<file path="config.mk">
export PLATFORM = sky130hd
export DESIGN_NAME = turn_controller_flat
export DESIGN_NICKNAME = d
export VERILOG_FILES = /design/src/rtl/turn_controller_if.sv /design/src/rtl/turn_controller.sv /design/src/flat_wrapper.sv
export SDC_FILE = /design/constraint.sdc
export NUM_CORES = 1
export LEC_CHECK = 0
export CORE_AREA = 10 10 69 94
export CTS_CLUSTER_SIZE = 10
export DETAILED_ROUTE_END_ITERATION = 7
export DIE_AREA = 0 0 79 104
export RECOVER_POWER = 50
export SETUP_SLACK_MARGIN = 0.3
export SYNTH_ARGS = -nofsm -noshare
export SYNTH_HDL_FRONTEND = slang
export SYNTH_SLANG_ARGS = --single-unit
</file>
<file path="constraint.sdc">
create_clock -name clk -period 5.1 [get_ports clk]
set_input_delay 1.02 -clock clk [delete_from_list [all_inputs] [get_ports clk]]
set_output_delay 1.02 -clock clk [all_outputs]
set_load 0.05 [all_outputs]
</file>
<file path="src/rtl/turn_controller_if.sv">
// Control/status bundle between the turn controller and its neighbours
// (player selector, input/UART decoders, VGA and game-logic blocks).
interface turn_controller_if;
    logic [1:0] selected_player;
    logic       tick;
    logic       start;
    logic       restart;
    logic       local_move;
    logic       local_hit;
    logic       remote_move;
    logic       remote_hit;

    logic [2:0] state_o;
    logic [1:0] active_player;
    logic       my_turn;
    logic [7:0] time_left;
    logic [3:0] score_p1;
    logic [3:0] score_p2;
    logic [1:0] winner;
    logic       turn_end;
    logic       timeout;

    modport master (
        output selected_player, tick, start, restart,
               local_move, local_hit, remote_move, remote_hit,
        input  state_o, active_player, my_turn, time_left,
               score_p1, score_p2, winner, turn_end, timeout
    );

    modport slave (
        input  selected_player, tick, start, restart,
               local_move, local_hit, remote_move, remote_hit,
        output state_o, active_player, my_turn, time_left,
               score_p1, score_p2, winner, turn_end, timeout
    );
endinterface

</file>
<file path="src/rtl/turn_controller.sv">
// Two-player turn sequencer: start, alternating timed turns, scoring,
// game-over, and gating of which side (local or remote) may move.
module turn_controller #(
    parameter int unsigned TURN_TICKS = 10,
    parameter int unsigned WIN_SCORE  = 5
) (
    input  logic             clk,
    input  logic             rst,
    turn_controller_if.slave bus
);
    localparam int unsigned TIME_W  = 8;
    localparam int unsigned SCORE_W = 4;
    localparam int unsigned ID_W    = 2;

    localparam logic [ID_W-1:0]    ID_NONE  = 2'b00;
    localparam logic [ID_W-1:0]    ID_P1    = 2'b01;
    localparam logic [ID_W-1:0]    ID_P2    = 2'b11;
    localparam logic [TIME_W-1:0]  T_RELOAD = TIME_W'(TURN_TICKS);
    localparam logic [SCORE_W-1:0] S_WIN    = SCORE_W'(WIN_SCORE);

    typedef enum logic [2:0] {
        ST_WAIT_SELECT = 3'd0,
        ST_READY       = 3'd1,
        ST_TURN_P1     = 3'd2,
        ST_TURN_P2     = 3'd3,
        ST_GAME_OVER   = 3'd4
    } state_e;

    state_e              state_q, state_d;
    logic [ID_W-1:0]     local_id_q, local_id_d;
    logic [TIME_W-1:0]   time_left_q, time_left_d;
    logic [SCORE_W-1:0]  score_p1_q, score_p1_d;
    logic [SCORE_W-1:0]  score_p2_q, score_p2_d;
    logic [ID_W-1:0]     winner_q, winner_d;
    logic [ID_W-1:0]     active_q, active_d;
    logic                my_turn_q, my_turn_d;
    logic                turn_end_q, turn_end_d;
    logic                timeout_q, timeout_d;

    logic [ID_W-1:0]     turn_id;
    logic                move;
    logic                hit;
    logic [SCORE_W-1:0]  score_inc;
    state_e              other_turn;

    // State and output registers
    always_ff @(posedge clk) begin
        if (rst) begin
            state_q     <= ST_WAIT_SELECT;
            local_id_q  <= ID_NONE;
            time_left_q <= '0;
            score_p1_q  <= '0;
            score_p2_q  <= '0;
            winner_q    <= ID_NONE;
            active_q    <= ID_NONE;
            my_turn_q   <= 1'b0;
            turn_end_q  <= 1'b0;
            timeout_q   <= 1'b0;
        end else begin
            state_q     <= state_d;
            local_id_q  <= local_id_d;
            time_left_q <= time_left_d;
            score_p1_q  <= score_p1_d;
            score_p2_q  <= score_p2_d;
            winner_q    <= winner_d;
            active_q    <= active_d;
            my_turn_q   <= my_turn_d;
            turn_end_q  <= turn_end_d;
            timeout_q   <= timeout_d;
        end
    end

    // Next-state and next-output logic
    always_comb begin
        state_d     = state_q;
        local_id_d  = local_id_q;
        time_left_d = time_left_q;
        score_p1_d  = score_p1_q;
        score_p2_d  = score_p2_q;
        winner_d    = winner_q;
        turn_end_d  = 1'b0;
        timeout_d   = 1'b0;

        turn_id    = (state_q == ST_TURN_P1) ? ID_P1 : ID_P2;
        other_turn = (state_q == ST_TURN_P1) ? ST_TURN_P2 : ST_TURN_P1;
        // Only the side owning the current turn may move
        move       = (local_id_q == turn_id) ? bus.local_move : bus.remote_move;
        hit        = (local_id_q == turn_id) ? bus.local_hit  : bus.remote_hit;
        score_inc  = ((state_q == ST_TURN_P1) ? score_p1_q : score_p2_q) + SCORE_W'(1);

        case (state_q)
            ST_WAIT_SELECT: begin
                if (bus.selected_player == ID_P1 || bus.selected_player == ID_P2) begin
                    local_id_d = bus.selected_player;
                    state_d    = ST_READY;
                end
            end
            ST_READY: begin
                if (bus.start) begin
                    state_d     = ST_TURN_P1;
                    time_left_d = T_RELOAD;
                    score_p1_d  = '0;
                    score_p2_d  = '0;
                    winner_d    = ID_NONE;
                end
            end
            ST_TURN_P1, ST_TURN_P2: begin
                if (move) begin
                    turn_end_d  = 1'b1;
                    state_d     = other_turn;
                    time_left_d = T_RELOAD;
                    if (hit) begin
                        if (state_q == ST_TURN_P1) score_p1_d = score_inc;
                        else                       score_p2_d = score_inc;
                        if (score_inc == S_WIN) begin
                            state_d     = ST_GAME_OVER;
                            winner_d    = turn_id;
                            time_left_d = '0;
                        end
                    end
                end else if (bus.tick) begin
                    if (time_left_q > TIME_W'(1)) begin
                        time_left_d = time_left_q - TIME_W'(1);
                    end else begin
                        state_d     = other_turn;
                        time_left_d = T_RELOAD;
                        turn_end_d  = 1'b1;
                        timeout_d   = 1'b1;
                    end
                end
            end
            ST_GAME_OVER: begin
                time_left_d = '0;
                if (bus.restart) begin
                    state_d    = ST_READY;
                    score_p1_d = '0;
                    score_p2_d = '0;
                    winner_d   = ID_NONE;
                end
            end
            default: state_d = ST_WAIT_SELECT;
        endcase

        case (state_d)
            ST_TURN_P1: active_d = ID_P1;
            ST_TURN_P2: active_d = ID_P2;
            default:    active_d = ID_NONE;
        endcase
        my_turn_d = (active_d != ID_NONE) && (active_d == local_id_d);
    end

    assign bus.state_o       = 3'(state_q);
    assign bus.active_player = active_q;
    assign bus.my_turn       = my_turn_q;
    assign bus.time_left     = time_left_q;
    assign bus.score_p1      = score_p1_q;
    assign bus.score_p2      = score_p2_q;
    assign bus.winner        = winner_q;
    assign bus.turn_end      = turn_end_q;
    assign bus.timeout       = timeout_q;

endmodule

</file>
<file path="src/flat_wrapper.sv">
// flat-port wrapper written by rule: the top's interface ports become plain ports
module turn_controller_flat 
#(
    parameter int unsigned TURN_TICKS = 10,
    parameter int unsigned WIN_SCORE  = 5
)
  (clk, rst, bus_selected_player, bus_tick, bus_start, bus_restart, bus_local_move, bus_local_hit, bus_remote_move, bus_remote_hit, bus_state_o, bus_active_player, bus_my_turn, bus_time_left, bus_score_p1, bus_score_p2, bus_winner, bus_turn_end, bus_timeout);
  turn_controller_if bus_i ();
  input  logic clk;
  input  logic rst;
  input wire logic [$bits(bus_i.selected_player)-1:0] bus_selected_player;
  input wire logic [$bits(bus_i.tick)-1:0] bus_tick;
  input wire logic [$bits(bus_i.start)-1:0] bus_start;
  input wire logic [$bits(bus_i.restart)-1:0] bus_restart;
  input wire logic [$bits(bus_i.local_move)-1:0] bus_local_move;
  input wire logic [$bits(bus_i.local_hit)-1:0] bus_local_hit;
  input wire logic [$bits(bus_i.remote_move)-1:0] bus_remote_move;
  input wire logic [$bits(bus_i.remote_hit)-1:0] bus_remote_hit;
  output wire logic [$bits(bus_i.state_o)-1:0] bus_state_o;
  output wire logic [$bits(bus_i.active_player)-1:0] bus_active_player;
  output wire logic [$bits(bus_i.my_turn)-1:0] bus_my_turn;
  output wire logic [$bits(bus_i.time_left)-1:0] bus_time_left;
  output wire logic [$bits(bus_i.score_p1)-1:0] bus_score_p1;
  output wire logic [$bits(bus_i.score_p2)-1:0] bus_score_p2;
  output wire logic [$bits(bus_i.winner)-1:0] bus_winner;
  output wire logic [$bits(bus_i.turn_end)-1:0] bus_turn_end;
  output wire logic [$bits(bus_i.timeout)-1:0] bus_timeout;
  assign bus_i.selected_player = bus_selected_player;
  assign bus_i.tick = bus_tick;
  assign bus_i.start = bus_start;
  assign bus_i.restart = bus_restart;
  assign bus_i.local_move = bus_local_move;
  assign bus_i.local_hit = bus_local_hit;
  assign bus_i.remote_move = bus_remote_move;
  assign bus_i.remote_hit = bus_remote_hit;
  assign bus_state_o = bus_i.state_o;
  assign bus_active_player = bus_i.active_player;
  assign bus_my_turn = bus_i.my_turn;
  assign bus_time_left = bus_i.time_left;
  assign bus_score_p1 = bus_i.score_p1;
  assign bus_score_p2 = bus_i.score_p2;
  assign bus_winner = bus_i.winner;
  assign bus_turn_end = bus_i.turn_end;
  assign bus_timeout = bus_i.timeout;
  turn_controller #(.TURN_TICKS(TURN_TICKS), .WIN_SCORE(WIN_SCORE)) u_core (.clk(clk), .rst(rst), .bus(bus_i));
endmodule
</file>
After elaboration in Yosys (flattened, before gate mapping)
Cells that the tools add are included.
- logic and storage cells: 88
- bits of input ports: 11
- register bits: 28
- output and inout port bits: 26
- reduce and logical (&&, ||, !) cells: 12
- $add $sub $neg: 2
- equal/unequal tests: 19
- bitwise gates (word level): 1
- muxes and demuxes: 43
- $lt $le $gt $ge: 1
- operator list (kind ; number):
    $mux 4 ; 10
    $mux 8 ; 5
    $mux 3 ; 8
    $pmux 4 s3 ; 2
    $pmux 8 s3 ; 1
    $reduce_and 6->1 ; 3
    $mux 2 ; 8
    $eq 3x2->1 const B ; 4
    $pmux 3 s4 ; 1
    $gt 8x1->1 const B ; 1
    $ne 2x1->1 const B ; 4
    $sub 8x1->8 const B ; 1
    $mux 1 ; 6
    $ne 2x2->1 const B ; 3
    $pmux 2 s3 ; 1
    $add 4x1->4 const B ; 1
    $eq 2x2->1 ; 2
    $eq 4x3->1 const B ; 1
    $pmux 2 s2 ; 1
    $reduce_or 2->1 ; 2
    $eq 3x1->1 const B ; 1
    $eq 3x3->1 const B ; 1
    $logic_not 3->1 ; 1
    $ne 3x2->1 const B ; 1
    other kinds (9) ; 9

Depth between registers and ports, before layout
Gate-level depths: netlist of run 1.
- depth after elaboration: 12
- gate-level depth with buffers: 11

Worst setup path after synthesis of run 1
No wires, ideal clock.
- kind: register to register
- from: register u_core.state_q[1] (netlist: u_core.bus.state_o[1])
- to: register u_core.my_turn_q (netlist: u_core.bus.my_turn)
- clock period less this slack: 2946 ps
- data required time: 4986 ps
- data arrival time: 2831 ps
- slack: 2154 ps
- cell stages (with the launch flop): 12
- setup time: 114 ps
- cells stage by stage: dfxtp_1 -> buf_4 -> or3b_4 -> mux2i_1 -> inv_1 -> ha_1 -> o21a_1 -> nor2_1 -> o311a_4 -> a221oi_2 -> nor2_1 -> a21bo_1
- cells in the longest elaborated chain, start to end: 12
- elaborated cells between the ends (all ways): 30
- those cells by class: add/sub: 1; eq/ne: 9; mux: 16; reduce/logical: 4
- ends and longest elaborated chain (item ; line ; RTL):
    from (decl) ; turn_controller.sv:29 ; state_e state_q, state_d;
    from (signal assigned) ; turn_controller.sv:60 ; state_q <= state_d;
    $eq 3x2->1 ; n/a ;
    $mux 4 ; turn_controller.sv:89 ; score_inc = ((state_q == ST_TURN_P1) ? score_p1_q : score_p2_q) + SCORE_W'(1);
    $add 4x1->4 ; turn_controller.sv:89 ;
    $eq 4x3->1 ; turn_controller.sv:115 ; if (score_inc == S_WIN) begin
    $mux 3 ; turn_controller.sv:115 ;
    $mux 3 ; turn_controller.sv:112 ; if (hit) begin
    $mux 3 ; turn_controller.sv:108 ; if (move) begin
    $pmux 3 s4 ; turn_controller.sv:91 ; case (state_q)
    $eq 3x2->1 ; turn_controller.sv:144 ; case (state_d)
    $pmux 2 s2 ; turn_controller.sv:144 ;
    $eq 2x2->1 or $reduce_bool 2->1 (tied branches) ; turn_controller.sv:149 ; my_turn_d = (active_d != ID_NONE) && (active_d == local_id_d);
    $logic_and 1x1->1 (*) ; turn_controller.sv:149 ;
    to (signal assigned) ; turn_controller.sv:67 ; my_turn_q <= my_turn_d;
    to (decl) ; turn_controller.sv:36 ; logic my_turn_q, my_turn_d;
Mark *: on every way between the ends. The rest lies on a longest branch, timed or not.
A chain may end at the register's enable or synchronous reset.

Worst setup path in the final report of run 1
- from: register u_core.state_q[0] (netlist: u_core.bus.state_o[0])
- to: register u_core.my_turn_q (netlist: u_core.bus.my_turn)
The elaborated chain is that of the path after synthesis.

==> out/metrics.yaml, run 1 <==
outcome: "completed"
reg2reg_slack_ns: 1.95
synth_top_flop_cell: "dfxtp_1"
firstDrtPassIters: 4
ir_drop_v: 0.000110
port_buffers: 36
place.gp.congestion: 0.809
area_growth_pct: 28.3
r2r-end: "u_core.bus.my_turn"
die_h_um: 104
clk_pin_slew_worst_paths_ns: 0.10
final_common_cell: "dfxtp_1"
synth_seq_cells: 28
leakage_nw: 0.807
critical-path-slowest-cell: "dfxtp_1"
io_pins: 37
fin_crit_sh_pct: 61.7
hold_path.startpoint: "u_core.bus.winner[1]"
crit_chain: "or3b_4, mux2i_1, inv_1, ha_1, nor4b_1, o311a_4, nand3_1, nor3b_1, a21bo_1"
path_class: "flop to flop"
drtIter0Drc: 46
fill_cells: 536
cts_resized: 0
tightest_slew_ns: 0.882
setup_slack_ns: 1.95
final_antenna_net_count: 0
antenna_found_initial: 0
cts.htree.levels: 1
fin_nets: 252
hold_violations: 0
grt_overflow: 0
cts.path.max_buffers: 2
synth_cell_type_count: 49
hold_buffers: 0
r2r-start: "u_core.bus.state_o[0]"
clock_latency_ns: 0.27
yosysWarnings: 0
cts_tree: "done"
yosysSeqAreaShare_pct: 33.4
clock.fmax_mhz: 318
setup_tns_ns: 0
diodes: 0
die_w_um: 79
wl_per_cell_um: 14.8
drive_gt1_share_pct: 5.93
synth.avg_cell_area_sq_um: 8.26
cp_max_fo: 21
ff2ff_path_depth: 9
drv_cap: 0
async_flop_share_pct: 0
mappedNetlistArea_sq_um: 1680
required_ns: 5.28
skew_ns: 0.00294
arrival_ns: 3.33
synthCells: 203
max_stage_delay_ns: 0.87
layout_common_cells: "dfxtp_1 (28), nor2_1 (20), dlygate4sd3_1 (19)"
drv_slew: 0
via_per_inst: 5.30
synth_nets: 218
drc: 0
vias: 1591
root_buffer: "clkbuf_8"
grtUsageTotal_pct: 10.8
min_path_type: "flop to flop"
layout_min_cycle_time_ns: 3.15
cp-endpoint: "u_core.bus.my_turn"
grt_pass1_vias: 1557
dp_hpwl_um: 3460
start_kind: "flop"
setup_violations: 0
clkSinkCount: 28
initial_core_util_pct: 34.9
endpoint_kind: "flop"
coreArea_sq_um: 4800
rsz0062_at_grt: "false"
maxSlewHeadroom_pct: 40.6
grt_max_degree: 22
preCtsSetupSlack_ns: 1.98
cts_buffers: 3
rows: 30
die_area_sq_um: 8220
synth_edf_count: 0
wl_um: 4450
grt_first_pass_wirelength_um: 7520
cellPowerDensity_nw_per_um2: 288
cts_setup_buffers: 0
cp-startpoint: "u_core.bus.state_o[0]"
## logic make-up (layout without fill, tap and decap cells)
kind of cell	after synthesis	in the layout	share of synthesized area (%)
AND/OR/NAND/NOR	89	89	28.8
AO/OA/AOI/OAI	46	46	19.8
flip-flops	28	28	33.4
buffers and inverters	17	50	4.48
XOR/XNOR	12	12	6.27
multiplexers	7	7	4.25
adder cells (fa/ha/maj)	4	4	2.99
## sequential cells by signal (all words and copies together) (netlist names)
| signal | flops |
|---|---|
| u_core.bus.winner | 2 |
| u_core.bus.score_p2 | 4 |
| u_core.local_id_q | 2 |
| u_core.bus.active_player | 2 |
| u_core.bus.time_left | 8 |
| u_core.bus.timeout | 1 |
| u_core.bus.score_p1 | 4 |
| u_core.bus.my_turn | 1 |
| u_core.bus.turn_end | 1 |
| u_core.bus.state_o | 3 |
## through the flow
step           std cells  utilization, %  instance area [sq um]  total power [mW]  hold WS (ns)
4_1_cts              300            44.8                   2150             0.630         0.496
6_report             300            44.8                   2150             0.619         0.488
3_3_place_gp         296            43.3                   2080             0.453         0.475
5_1_grt              300            44.8                   2150             0.653         0.521
3_5_place_dp         296            43.3                   2080             0.451         0.481
2_1_floorplan        203               -                   1680             0.397         0.522
## worst max-delay path, delay by kind of cell, from the launching register on
kind / cells / cell delay (ns)
flops: 1 / 0.87
buf+inv: 1 / 0.07
compound gates: 2 / 0.48
simple gates: 4 / 1.09
fa+ha+maj: 1 / 0.31
mux: 1 / 0.25
## worst min path at each step
| stage | endpoint | slack [ns] | depth (start not counted) |
|---|---|---|---|
| detailed placement | u_core.bus.winner[1] | 0.48 | 2 |
| floorplan | u_core.local_id_q[0] | 0.52 | 2 |
| global placement | u_core.bus.winner[1] | 0.48 | 2 |
| CTS | u_core.bus.winner[1] | 0.50 | 2 |
| global route | u_core.bus.winner[1] | 0.52 | 2 |
| finish | u_core.bus.winner[1] | 0.49 | 2 |
## where the power goes
part / switching, mW / internal (mW)
combinational: 0.117 / 0.0697
sequential: 0.0230 / 0.232
clock: 0.0718 / 0.105
total: 0.212 / 0.407
## area by class of cell
cell class              instances  area [sq um]  share of cell area, %
clock buffers                   3          41.3                   1.92
clock inverters                 1          30.0                   1.40
inverters                      10          37.5                   1.75
multi-input cells             158          1040                   48.4
flip-flops and latches         28           561                   26.1
well taps                      64          80.1                   3.72
repair buffers                 36           360                   16.8
## Yosys cell counts (2+ instances only)
library cell / instances / area [sq um]
a211oi_1: 2 / 15.0
a21boi_0: 2 / 15.0
a21oi_1: 10 / 50.1
a221oi_1: 2 / 17.5
and2_1: 2 / 12.5
clkbuf_1: 5 / 18.8
dfxtp_1: 28 / 561
ha_1: 4 / 50.1
inv_1: 10 / 37.5
mux2i_1: 6 / 60.1
nand2_1: 17 / 63.8
nand2b_1: 5 / 31.3
nand3_1: 12 / 60.1
nand3b_1: 5 / 37.5
nand4_1: 5 / 31.3
nand4b_1: 2 / 17.5
nor2_1: 20 / 75.1
nor2b_1: 3 / 18.8
nor3_1: 6 / 30.0
nor3b_1: 2 / 15.0
nor4_1: 2 / 12.5
nor4b_1: 2 / 17.5
o211ai_1: 3 / 22.5
o21ai_0: 9 / 45.0
o21ai_1: 2 / 10.0
o32ai_1: 3 / 26.3
or2_2: 2 / 12.5
xnor2_1: 3 / 26.3
xor2_1: 9 / 78.8
## routing by layer
layer | share of wire [%] | global-route usage [%] | wire length [um]
met5 | 0 | 0 | 0
met1 | 43 | 12.5 | 1890
met4 | 0.85 | 3.08 | 38
met3 | 4.4 | 2.60 | 196
met2 | 52 | 18.8 | 2320
(Power assumes the default switching activity.)
==> inputs of run 2 (changes only) <==
==> constraint.sdc (replaced) <==
create_clock -name clk -period 2.7 [get_ports clk]
set_input_delay 0.54 -clock clk [delete_from_list [all_inputs] [get_ports clk]]
set_output_delay 0.54 -clock clk [all_outputs]
set_load 0.05 [all_outputs]
==> run 2 against run 1 <==
Compared with the run above: largest cell class unchanged; wire length grew 15%; critical path depth is the same; clock power grew 71%; via count grew 6.8%; first-iteration DRC count grew 74%; maximum frequency grew 27%; sequential cell count is the same.
==> out/metrics.yaml, run 2 (synthesis gave the netlist of run 1 again) <==
outcome: "completed"
largest_register_ffs: 8
gr-usage-met2_pct: 21.3
antenna_found_initial: 0
root_buffer: "clkbuf_8"
arrival_ns: 2.67
utilization_pct: 49.7
cts_tree: "done"
hold_violations: 0
clk_pin_slew_worst_paths_ns: 0.10
leakage_nw: 0.913
drtIter0Drc: 80
via_per_inst: 5.31
grt_overflow: 0
die_area_sq_um: 8220
clock.fmax_mhz: 403
required_ns: 2.89
grt_max_degree: 17
path_class: "flop to flop"
coreArea_sq_um: 4800
hold_path.startpoint: "u_core.bus.winner[0]"
place.gp.congestion: 0.824
cts.path.max_buffers: 2
start_kind: "flop"
cts_buffers: 3
io_pins: 37
diodes: 0
clkSinkCount: 28
critical-path-slowest-cell: "o311a_4"
area_growth_pct: 42.5
max_stage_delay_ns: 0.43
maxSlewHeadroom_pct: 63.6
dp_hpwl_um: 3770
met1_usage_pct: 12.7
r2r-start: "u_core.bus.state_o[1]"
post_dp_cell_area_sq_um: 2160
vias: 1699
clock_latency_ns: 0.28
tightest_slew_ns: 0.545
port_buffers: 36
drc: 0
grt_first_pass_wirelength_um: 8290
initial_core_util_pct: 34.9
final_cells: 320
ir_drop_v: 0.000274
fin_area_sq_um: 2390
switchingPower_uw: 425
drive_gt1_share_pct: 18.4
final_common_cell: "dfxtp_1"
endpoint_kind: "flop"
rows: 30
setup_violations: 0
fin_nets: 272
die_h_um: 104
cp-startpoint: "u_core.bus.state_o[1]"
layout_common_cells: "dfxtp_1 (26), dlygate4sd3_1 (21), nor2_1 (19), buf_4 (19), nand2_1 (17)"
skew_ns: 0.00458
wl_per_cell_um: 15.9
clockPowerShare_pct: 25.5
p_comb_share_pct: 35.0
setup_tns_ns: 0
firstDrtPassIters: 4
die_w_um: 79
hold_buffers: 0
hold_ws_ns: 0.475
layout_min_cycle_time_ns: 2.48
grtUsageTotal_pct: 12.1
power.internal_uw: 761
min_path_type: "flop to flop"
final_antenna_net_count: 0
grt_pass1_vias: 1770
rsz0062_at_grt: "true"
dp_cells: 304
sw_frac_of_total_pct: 35.9
drv_slew: 0
wl_um: 5100
cp_max_fo: 5
use_met3_pct: 3.81
fin_crit_sh_pct: 91.8
cellPowerDensity_nw_per_um2: 496
gr-max-usage-layer: "met2"
crit_chain: "or3b_4, mux2i_2, inv_2, ha_4, nor4b_4, o311a_4, a221oi_4, nor2_2, a21bo_1"
cts.htree.levels: 1
drv_cap: 0
p_seq_share_pct: 39.4
## run 2: cell count changes in the layout (fill, tap and decap cells not counted), moves of 2 or more
cell             before  now
nor4b_4               0    2
a221oi_1              2    0
nand3_2               0    2
buf_4                 0   19
nand3_1              12   10
dfxtp_1              28   26
dfxtp_4               0    2
clkdlybuf4s50_1      17   15
nor4b_1               2    0
o21ai_0              11    8
o21ai_1               0    2
dlygate4sd3_1        19   21
## run 2: area by class of cell
type / count / area [sq um]
flip-flops and latches: 28 / 568
inverters: 10 / 37.5
fillers: 497 / 2410
multi-input cells: 158 / 1130
clock buffers: 4 / 66.3
repair buffers: 56 / 507
well taps: 64 / 80.1
## run 2: power groups by stage
stage | Clock, mW | Combinational (mW) | Sequential (mW)
final | 0.303 | 0.415 | 0.468
after global routing | 0.328 | 0.452 | 0.473
after CTS | 0.315 | 0.413 | 0.468
after detailed placement | 0 | 0.391 | 0.485
after global placement | 0 | 0.392 | 0.486
after floorplan | 0 | 0.197 | 0.555
## run 2: repair_timing
item	4_1_cts	5_1_grt
pin swaps	5	9
buffers inserted	11	1
setup endpoints to repair	8	10
gates resized for setup	5	12
## run 2: final timing paths
| kind | end | slack (ns) | cells after the start |
|---|---|---|---|
| setup / recovery | u_core.bus.my_turn | 0.22 | 9 |
| hold / removal | u_core.bus.winner[0] | 0.47 | 2 |
| setup reg to reg | u_core.bus.my_turn | 0.22 | 9 |
| hold reg to reg | u_core.bus.winner[0] | 0.47 | 2 |
## run 2: layer usage
layer	wire, um	vias to the layer above
met5	0	-
met4	133	0
met3	342	16
met2	2630	47
met1	1990	797
li1	-	839
## run 2: stage by stage
stage	worst slack (ns)	total power, mW
after floorplan	0.106	0.751
after global placement	0.201	0.878
after detailed placement	0.123	0.876
after CTS	0.226	1.20
after global routing	0.118	1.25
final	0.222	1.19
## run 2: critical path: cells and delay by family (launching register included)
family,cells,cell delay [ns]
compound gates,3,0.92
fa+ha+maj,1,0.17
buf+inv,1,0.07
flops,1,0.37
mux,1,0.24
simple gates,3,0.62
